===== src/rtl/tail_light_pkg.sv =====
// -----------------------------------------------------------------------------
// tail_light_pkg
// Shared types and constants for the tail-light lamp-bus monitor.
//   mode_t      : decoded sweep direction reported to the outside world
//   err_code_t  : first-error classification
//   state_t     : monitor FSM states; also used as the pattern id
//   PAT_*       : 6-bit lamp patterns, bit order {la,lb,lc,ra,rb,rc}
// Optional feature macro: TAIL_MON_HAZARD_EN (hazard pattern 111111 legal).
// -----------------------------------------------------------------------------
package tail_light_pkg;

  typedef enum logic [1:0] {
    MODE_IDLE   = 2'd0,
    MODE_LEFT   = 2'd1,
    MODE_RIGHT  = 2'd2,
    MODE_HAZARD = 2'd3
  } mode_t;

  typedef enum logic [1:0] {
    ERR_NONE    = 2'd0,
    ERR_ILLEGAL = 2'd1,
    ERR_BAD_SEQ = 2'd2,
    ERR_STALL   = 2'd3
  } err_code_t;

  typedef enum logic [2:0] {
    S_IDLE = 3'd0,
    S_L1   = 3'd1,
    S_L2   = 3'd2,
    S_L3   = 3'd3,
    S_R1   = 3'd4,
    S_R2   = 3'd5,
    S_R3   = 3'd6,
    S_HZ   = 3'd7
  } state_t;

  localparam logic [5:0] PAT_IDLE = 6'b000000;
  localparam logic [5:0] PAT_L1   = 6'b100000;
  localparam logic [5:0] PAT_L2   = 6'b110000;
  localparam logic [5:0] PAT_L3   = 6'b111000;
  localparam logic [5:0] PAT_R1   = 6'b000100;
  localparam logic [5:0] PAT_R2   = 6'b000110;
  localparam logic [5:0] PAT_R3   = 6'b000111;
  localparam logic [5:0] PAT_HZ   = 6'b111111;

  // True when moving from cur to nxt is the in-order step of a sweep.
  // Holding the current state is not a step and is handled separately.
  function automatic logic is_successor(input state_t cur, input state_t nxt);
    logic ok;
    ok = 1'b0;
    case (cur)
      S_IDLE: ok = (nxt == S_L1) || (nxt == S_R1) || (nxt == S_HZ);
      S_L1:   ok = (nxt == S_L2);
      S_L2:   ok = (nxt == S_L3);
      S_R1:   ok = (nxt == S_R2);
      S_R2:   ok = (nxt == S_R3);
      S_L3,
      S_R3,
      S_HZ:   ok = (nxt == S_IDLE);
      default: ok = 1'b0;
    endcase
    return ok;
  endfunction

  // State to externally visible mode.
  function automatic mode_t mode_of(input state_t s);
    mode_t m;
    m = MODE_IDLE;
    case (s)
      S_L1, S_L2, S_L3: m = MODE_LEFT;
      S_R1, S_R2, S_R3: m = MODE_RIGHT;
`ifdef TAIL_MON_HAZARD_EN
      S_HZ:             m = MODE_HAZARD;
`else
      S_HZ:             m = MODE_IDLE;
`endif
      default:          m = MODE_IDLE;
    endcase
    return m;
  endfunction

endpackage


===== src/rtl/tail_light_monitor_if.sv =====
// -----------------------------------------------------------------------------
// tail_light_monitor_if
// Lamp bus plus monitor status bundle.
//   master : lamp driver side (drives la..rc and clear_err, observes status)
//   slave  : monitor side (samples lamps, drives mode/sweep/error status)
// Signals:
//   la,lb,lc    left lamps, la innermost
//   ra,rb,rc    right lamps, ra innermost
//   clear_err   synchronous clear of err/err_code
//   mode        0 IDLE, 1 LEFT, 2 RIGHT, 3 HAZARD
//   sweep_done  one-cycle pulse per completed sweep
//   sweep_count saturating sweep counter, CNT_W bits
//   err         sticky error flag
//   err_code    first captured error
//   dbg_state   live FSM state for checkers
// Handshake: there is no valid/ready pair; the lamp lines are sampled on every
// rising clock edge and every status output is a registered value that is
// valid on every cycle after that edge.
// -----------------------------------------------------------------------------
interface tail_light_monitor_if #(
  parameter int CNT_W = 8
) ();
  import tail_light_pkg::*;

  logic             la;
  logic             lb;
  logic             lc;
  logic             ra;
  logic             rb;
  logic             rc;
  logic             clear_err;
  mode_t            mode;
  logic             sweep_done;
  logic [CNT_W-1:0] sweep_count;
  logic             err;
  err_code_t        err_code;
  state_t           dbg_state;

  modport master (
    output la, lb, lc, ra, rb, rc, clear_err,
    input  mode, sweep_done, sweep_count, err, err_code, dbg_state
  );

  modport slave (
    input  la, lb, lc, ra, rb, rc, clear_err,
    output mode, sweep_done, sweep_count, err, err_code, dbg_state
  );
endinterface


===== src/rtl/tail_light_pattern_decode.sv =====
// -----------------------------------------------------------------------------
// tail_light_pattern_decode
// Purely combinational classification of a lamp pattern.
// Ports:
//   pat     in  6  {la,lb,lc,ra,rb,rc}
//   pat_id  out    state the pattern belongs to (S_IDLE when illegal)
//   legal   out 1  pattern is one of the recognised lamp patterns
// Optional feature macro: TAIL_MON_HAZARD_EN. Without it 111111 is illegal.
// -----------------------------------------------------------------------------
module tail_light_pattern_decode
  import tail_light_pkg::*;
(
  input  logic [5:0] pat,
  output state_t     pat_id,
  output logic       legal
);

  always_comb begin
    pat_id = S_IDLE;
    legal  = 1'b1;
    case (pat)
      PAT_IDLE: pat_id = S_IDLE;
      PAT_L1:   pat_id = S_L1;
      PAT_L2:   pat_id = S_L2;
      PAT_L3:   pat_id = S_L3;
      PAT_R1:   pat_id = S_R1;
      PAT_R2:   pat_id = S_R2;
      PAT_R3:   pat_id = S_R3;
`ifdef TAIL_MON_HAZARD_EN
      PAT_HZ:   pat_id = S_HZ;
`endif
      default:  legal  = 1'b0;
    endcase
  end

endmodule


===== src/rtl/tail_light_monitor.sv =====
// -----------------------------------------------------------------------------
// tail_light_monitor
// Receive-side checker for the tail-light lamp bus. Samples the six lamp
// lines every clock, follows the sweep sequence with its own FSM, reports the
// current mode, counts completed sweeps and flags illegal, out-of-order or
// stalled patterns.
// Ports:
//   clk    in 1  rising-edge clock
//   reset  in 1  asynchronous active-low reset (0 = in reset)
//   bus    slave modport of tail_light_monitor_if (lamps in, status out)
// Parameters:
//   CNT_W      width of sweep_count (saturating)
//   STALL_MAX  max consecutive edges a non-zero pattern may be seen unchanged
// Optional feature macro: TAIL_MON_HAZARD_EN (hazard 111111 sweeps).
// -----------------------------------------------------------------------------
module tail_light_monitor
  import tail_light_pkg::*;
#(
  parameter int CNT_W     = 8,
  parameter int STALL_MAX = 4
) (
  input  logic                 clk,
  input  logic                 reset,
  tail_light_monitor_if.slave  bus
);

  // Counter must be able to reach STALL_MAX+1 and sit there.
  localparam int STALL_W = $clog2(STALL_MAX + 2);
  localparam logic [STALL_W-1:0] STALL_LIMIT = STALL_W'(STALL_MAX);

  logic [5:0] pat;
  state_t     pat_id;
  logic       pat_legal;

  assign pat = {bus.la, bus.lb, bus.lc, bus.ra, bus.rb, bus.rc};

  tail_light_pattern_decode u_decode (
    .pat    (pat),
    .pat_id (pat_id),
    .legal  (pat_legal)
  );

  // Registered state and outputs
  state_t           state;
  logic [5:0]       last_pat;
  logic [STALL_W-1:0] stall_cnt;
  mode_t            mode_q;
  logic             sweep_done_q;
  logic [CNT_W-1:0] sweep_count_q;
  logic             err_q;
  err_code_t        err_code_q;

  // Next-cycle decisions
  state_t             next_state;
  logic               ev_illegal;
  logic               ev_bad_seq;
  logic               ev_stall;
  logic               sweep_evt;
  logic               same_pat;
  logic [STALL_W-1:0] stall_cnt_next;
  err_code_t          ev_code;

  always_comb begin
    next_state     = S_IDLE;
    ev_illegal     = 1'b0;
    ev_bad_seq     = 1'b0;
    ev_stall       = 1'b0;
    sweep_evt      = 1'b0;
    same_pat       = 1'b0;
    stall_cnt_next = '0;
    ev_code        = ERR_NONE;

    if (!pat_legal) begin
      ev_illegal = 1'b1;
      next_state = S_IDLE;
    end else begin
      // Hold, in-order step and resync all land in the pattern's own state;
      // only the error and sweep flags differ.
      next_state = pat_id;
      if (pat_id != state) begin
        if (is_successor(state, pat_id)) begin
          // The only successor equal to S_IDLE is the end of a full sweep.
          sweep_evt = (pat_id == S_IDLE);
        end else begin
          ev_bad_seq = 1'b1;
        end
      end
    end

    // Stall run length of an unchanged non-zero pattern. The first edge of a
    // new pattern counts as 1; the event fires on the edge where the run
    // first exceeds STALL_MAX, after which the counter parks.
    same_pat = (|pat) && (pat == last_pat);
    if (!same_pat) begin
      stall_cnt_next = (|pat) ? STALL_W'(1) : '0;
    end else if (stall_cnt > STALL_LIMIT) begin
      stall_cnt_next = stall_cnt;
    end else begin
      stall_cnt_next = stall_cnt + 1'b1;
      ev_stall       = (stall_cnt == STALL_LIMIT);
    end

    if (ev_illegal) begin
      ev_code = ERR_ILLEGAL;
    end else if (ev_bad_seq) begin
      ev_code = ERR_BAD_SEQ;
    end else if (ev_stall) begin
      ev_code = ERR_STALL;
    end else begin
      ev_code = ERR_NONE;
    end
  end

  always_ff @(posedge clk or negedge reset) begin
    if (!reset) begin
      state         <= S_IDLE;
      last_pat      <= PAT_IDLE;
      stall_cnt     <= '0;
      mode_q        <= MODE_IDLE;
      sweep_done_q  <= 1'b0;
      sweep_count_q <= '0;
      err_q         <= 1'b0;
      err_code_q    <= ERR_NONE;
    end else begin
      state        <= next_state;
      last_pat     <= pat;
      stall_cnt    <= stall_cnt_next;
      mode_q       <= mode_of(next_state);
      sweep_done_q <= sweep_evt;

      if (sweep_evt && !(&sweep_count_q)) begin
        sweep_count_q <= sweep_count_q + 1'b1;
      end

      // First error sticks. A clear in the same cycle as a new error lets the
      // new error through so it is never lost.
      if (bus.clear_err) begin
        err_q      <= (ev_code != ERR_NONE);
        err_code_q <= ev_code;
      end else if (!err_q && (ev_code != ERR_NONE)) begin
        err_q      <= 1'b1;
        err_code_q <= ev_code;
      end
    end
  end

  assign bus.mode        = mode_q;
  assign bus.sweep_done  = sweep_done_q;
  assign bus.sweep_count = sweep_count_q;
  assign bus.err         = err_q;
  assign bus.err_code    = err_code_q;
  assign bus.dbg_state   = state;

endmodule


===== src/flat_wrapper.sv =====
// flat-port wrapper written by rule: the top's interface ports become plain ports
module tail_light_monitor_flat import tail_light_pkg::*;
#(
  parameter int CNT_W     = 8,
  parameter int STALL_MAX = 4
)
  (clk, reset, bus_la, bus_lb, bus_lc, bus_ra, bus_rb, bus_rc, bus_clear_err, bus_mode, bus_sweep_done, bus_sweep_count, bus_err, bus_err_code, bus_dbg_state);
  tail_light_monitor_if #(.CNT_W(CNT_W)) bus_i ();
  input  logic clk;
  input  logic reset;
  input wire logic [$bits(bus_i.la)-1:0] bus_la;
  input wire logic [$bits(bus_i.lb)-1:0] bus_lb;
  input wire logic [$bits(bus_i.lc)-1:0] bus_lc;
  input wire logic [$bits(bus_i.ra)-1:0] bus_ra;
  input wire logic [$bits(bus_i.rb)-1:0] bus_rb;
  input wire logic [$bits(bus_i.rc)-1:0] bus_rc;
  input wire logic [$bits(bus_i.clear_err)-1:0] bus_clear_err;
  output wire logic [$bits(bus_i.mode)-1:0] bus_mode;
  output wire logic [$bits(bus_i.sweep_done)-1:0] bus_sweep_done;
  output wire logic [$bits(bus_i.sweep_count)-1:0] bus_sweep_count;
  output wire logic [$bits(bus_i.err)-1:0] bus_err;
  output wire logic [$bits(bus_i.err_code)-1:0] bus_err_code;
  output wire logic [$bits(bus_i.dbg_state)-1:0] bus_dbg_state;
  assign bus_i.la = bus_la;
  assign bus_i.lb = bus_lb;
  assign bus_i.lc = bus_lc;
  assign bus_i.ra = bus_ra;
  assign bus_i.rb = bus_rb;
  assign bus_i.rc = bus_rc;
  assign bus_i.clear_err = bus_clear_err;
  assign bus_mode = bus_i.mode;
  assign bus_sweep_done = bus_i.sweep_done;
  assign bus_sweep_count = bus_i.sweep_count;
  assign bus_err = bus_i.err;
  assign bus_err_code = bus_i.err_code;
  assign bus_dbg_state = bus_i.dbg_state;
  tail_light_monitor #(.CNT_W(CNT_W), .STALL_MAX(STALL_MAX)) u_core (.clk(clk), .reset(reset), .bus(bus_i));
endmodule

===== config.mk =====
export PLATFORM = sky130hd
export DESIGN_NAME = tail_light_monitor_flat
export DESIGN_NICKNAME = d
export VERILOG_FILES = /design/src/rtl/tail_light_pkg.sv /design/src/rtl/tail_light_monitor_if.sv /design/src/rtl/tail_light_pattern_decode.sv /design/src/rtl/tail_light_monitor.sv /design/src/flat_wrapper.sv
export SDC_FILE = /design/constraint.sdc
export NUM_CORES = 1
export LEC_CHECK = 0
export ABC_AREA = 1
export CORE_ASPECT_RATIO = 0.7
export CORE_MARGIN = 5
export CORE_UTILIZATION = 35
export CTS_CLUSTER_SIZE = 16
export DETAILED_ROUTE_END_ITERATION = 16
export PLACE_DENSITY = 0.53
export RECOVER_POWER = 50
export SLEW_MARGIN = 20
export SYNTH_ARGS = -nofsm -noshare
export SYNTH_HDL_FRONTEND = slang
export SYNTH_SLANG_ARGS = --single-unit

===== constraint.sdc =====
create_clock -name clk -period 1.8 [get_ports clk]
set_input_delay 0.45 -clock clk [delete_from_list [all_inputs] [get_ports clk]]
set_output_delay 0.45 -clock clk [all_outputs]
set_load 0.02 [all_outputs]

==> run summary <==
status: finished clean
Routed WL per cell: 11.7 µm
GRT Overall Usage: 0.130
Hold-fix buffers, CTS: 0
Worst-Margin Slew: 0.660 ns
num rows: 19
max_cap viols: 0
Initial Utilization: 0.369
CTS tree: built
Synth area leaders: dfrtp_1, nand2_1, inv_1
total routed wirelength: 3320 µm
vias per inst: 4.62
Post-synth EDFFs: 0
clock sink total: 26
most common cell in the synthesized netlist: nand2_1
share of post-route cells with drive strength above 1: 0.319
port bufs: 25
total clock buffers created by CTS: 3
Max Used Layer: met4
vias in the first global route: 1248
total gr overflow: 0
Yosys reg bits: 26
Yosys top cell area share: 0.442
Hold Crit Start: bus_ra
1st-iter DRT viols: 63
post-synth design cell area: 1470 µm²
Pre-antenna DRT Iters: 4
areal power density over the cells: 554 nW/µm²
fmax: 595 MHz
Crit path required time: 1.35 ns
Die Span X: 87.5 µm
Max Slew Vio Count: 0
Synth Flop Type: dfrtp_1
Leak Pwr: 0.00121 µW
worst skew pair latency: 0.27 ns
diode count: 0
Mapped Avg Cell Area: 8.46 µm²
Hold WC Path Type: input port to flip-flop
Distinct cells, synth: 27
via count: 1312
reg2reg start: u_core.bus.dbg_state[0]
CP max stage cell: clkdlybuf4s50_1
num ports: 26
H-tree levels: 1
Worst Setup End Kind: primary output
Pwr Total: 1170 µW
clock-pin slew on the worst setup and hold paths: 0.08 ns
fillers: 376
final setup fails: 0
Mapped Cells: 174
Commonest cells post-synth: nand2_1, dfrtp_1, inv_1
synth-to-layout area growth: 43.5%
peak supply drop: 0.000383 V
core area: 3990 µm²
wire length on met3: 200 µm
crit path kind: flip-flop to primary output
final core occ: 0.529
skew final: 0.00116 ns
Root Driver: clkbuf_8
period utilization: 0.934
CP arrival: 1.23 ns
CP top delay family: buffers and inverters
RSZ-0062 raised after global routing: true
Crit Path Max Fanout: 2
DRC viols: 0
gpl congestion: 0.833
Largest stage delay, worst path: 0.60 ns
DR WL met2: 1500 µm
worst-path cell chain: clkdlybuf4s50_1
relative slew slack: 0.560
die height: 64.3 µm
M1 WL: 1560 µm
detailed placement HPWL: 2550 µm
minimum clock period after layout: 1.68 ns
nets: 245
CP Launch Type: flip-flop
cell taking the most area after synthesis: dfrtp_1
Seq/Total Area, Yosys: 0.442
Post-synth ARST share: 1.00
Worst Setup SP: u_core.bus.err_code[1]
Antenna Nets Post-Route: 0
DIE AREA: 5630 µm²
Buffers & Inverters on Critical Path: 1
Yosys warnings: 0
Synth Net Count: 186
initial antenna violation count: 0
Clock Path Buffers: 2
largest net degree at the start of global routing: 27
Final Hold Fails: 0
first-pass GRT wire length: 5830 µm
[report_power, final]
part	switching (µW)	internal [µW]
sequential	9.65	599
combinational	105	82.5
clock	178	196
[path summary, 6_finish.rpt]
path	to	slack, ns	depth (start not counted)
min	u_core.last_pat[2]	0.37	1
max reg2reg	u_core.bus.err_code[1]	0.17	12
max in group asynchronous	u_core.bus.dbg_state[0]	0.61	2
min in group asynchronous	u_core.last_pat[1]	0.73	2
max	bus_err_code[1]	0.12	1
min reg2reg	u_core.bus.err_code[0]	0.48	2
[placed cells by master (no fill, tap or decap), types with 2 or more instances in the layout]
cell type / netlist / final
nand3_1: 15 / 12
inv_2: 3 / 4
or2_2: 2 / 2
dlygate4sd2_1: 0 / 4
nand2_1: 39 / 35
clkbuf_8: 0 / 4
dlymetal6s2s_1: 0 / 7
nor2_2: 1 / 3
clkbuf_2: 0 / 6
a21oi_1: 2 / 2
buf_4: 0 / 27
nor2_4: 4 / 5
dfrtp_2: 0 / 2
ha_1: 3 / 3
nand3_4: 0 / 4
xnor2_1: 4 / 4
nand3_2: 4 / 3
nor2_1: 14 / 11
nor3_2: 2 / 2
nand2_2: 3 / 7
inv_1: 23 / 22
o21ai_0: 6 / 6
clkdlybuf4s50_1: 0 / 7
o21ai_1: 2 / 2
xor2_1: 6 / 6
dfrtp_1: 26 / 24
nand4_1: 7 / 7
[repair_timing]
action                     4_1_cts  5_1_grt
pin swaps                        5       10
setup endpoints to repair       17       20
gates resized for setup         17       31
setup buffers                    1        6
[kinds of logic (layout without fill, tap and decap cells)]
group	count (synthesis)	after routing	share of synthesized area
AOI/OAI and AO/OA	13	13	0.0493
xor gates and xnor gates	11	11	0.0705
adders and majority gates	3	3	0.0255
buffers and inverters	26	84	0.0663
DFF	26	26	0.442
muxes	1	1	0.0102
and+or+nand+nor	94	94	0.336
[stage by stage]
step / instance area, µm² / TNS (ns) / hold slack [ns] / setup WS [ns] / cells
final: 2110 / 0 / 0.369 / 0.118 / 284
after global routing: 2110 / -0.0222 / 0.355 / -0.0194 / 284
after CTS: 2040 / -0.00364 / 0.497 / -0.00364 / 278
after detailed placement: 1950 / -6.16 / 0.474 / -0.514 / 273
after global placement: 1950 / -5.85 / 0.457 / -0.467 / 273
after floorplan: 1470 / 0 / 0.154 / 0.193 / 174
[state kept, by name, indices dropped and copies added (netlist names)]
register / flops
u_core.stall_cnt: 3
u_core.bus.err: 1
u_core.last_pat: 6
u_core.bus.err_code: 2
u_core.bus.mode: 2
u_core.bus.sweep_count: 8
u_core.bus.dbg_state: 3
u_core.bus.sweep_done: 1
[area by class of cell]
cell class | count | area [µm²] | share of cell area
clock buffer | 4 | 55.1 | 0.0261
inverter | 26 | 97.6 | 0.0462
multi-input combinational | 122 | 792 | 0.375
sequential | 26 | 653 | 0.309
tap | 52 | 65.1 | 0.0308
timing repair buffer | 54 | 450 | 0.213
[layer usage]
| metal | up-vias | GRT usage |
|---|---|---|
| met4 | 0 | 0.0402 |
| li1 | 675 | - |
| met1 | 596 | 0.178 |
| met5 | - | 0 |
| met3 | 11 | 0.0462 |
| met2 | 30 | 0.193 |
Power figures use the tool's default switching activity.
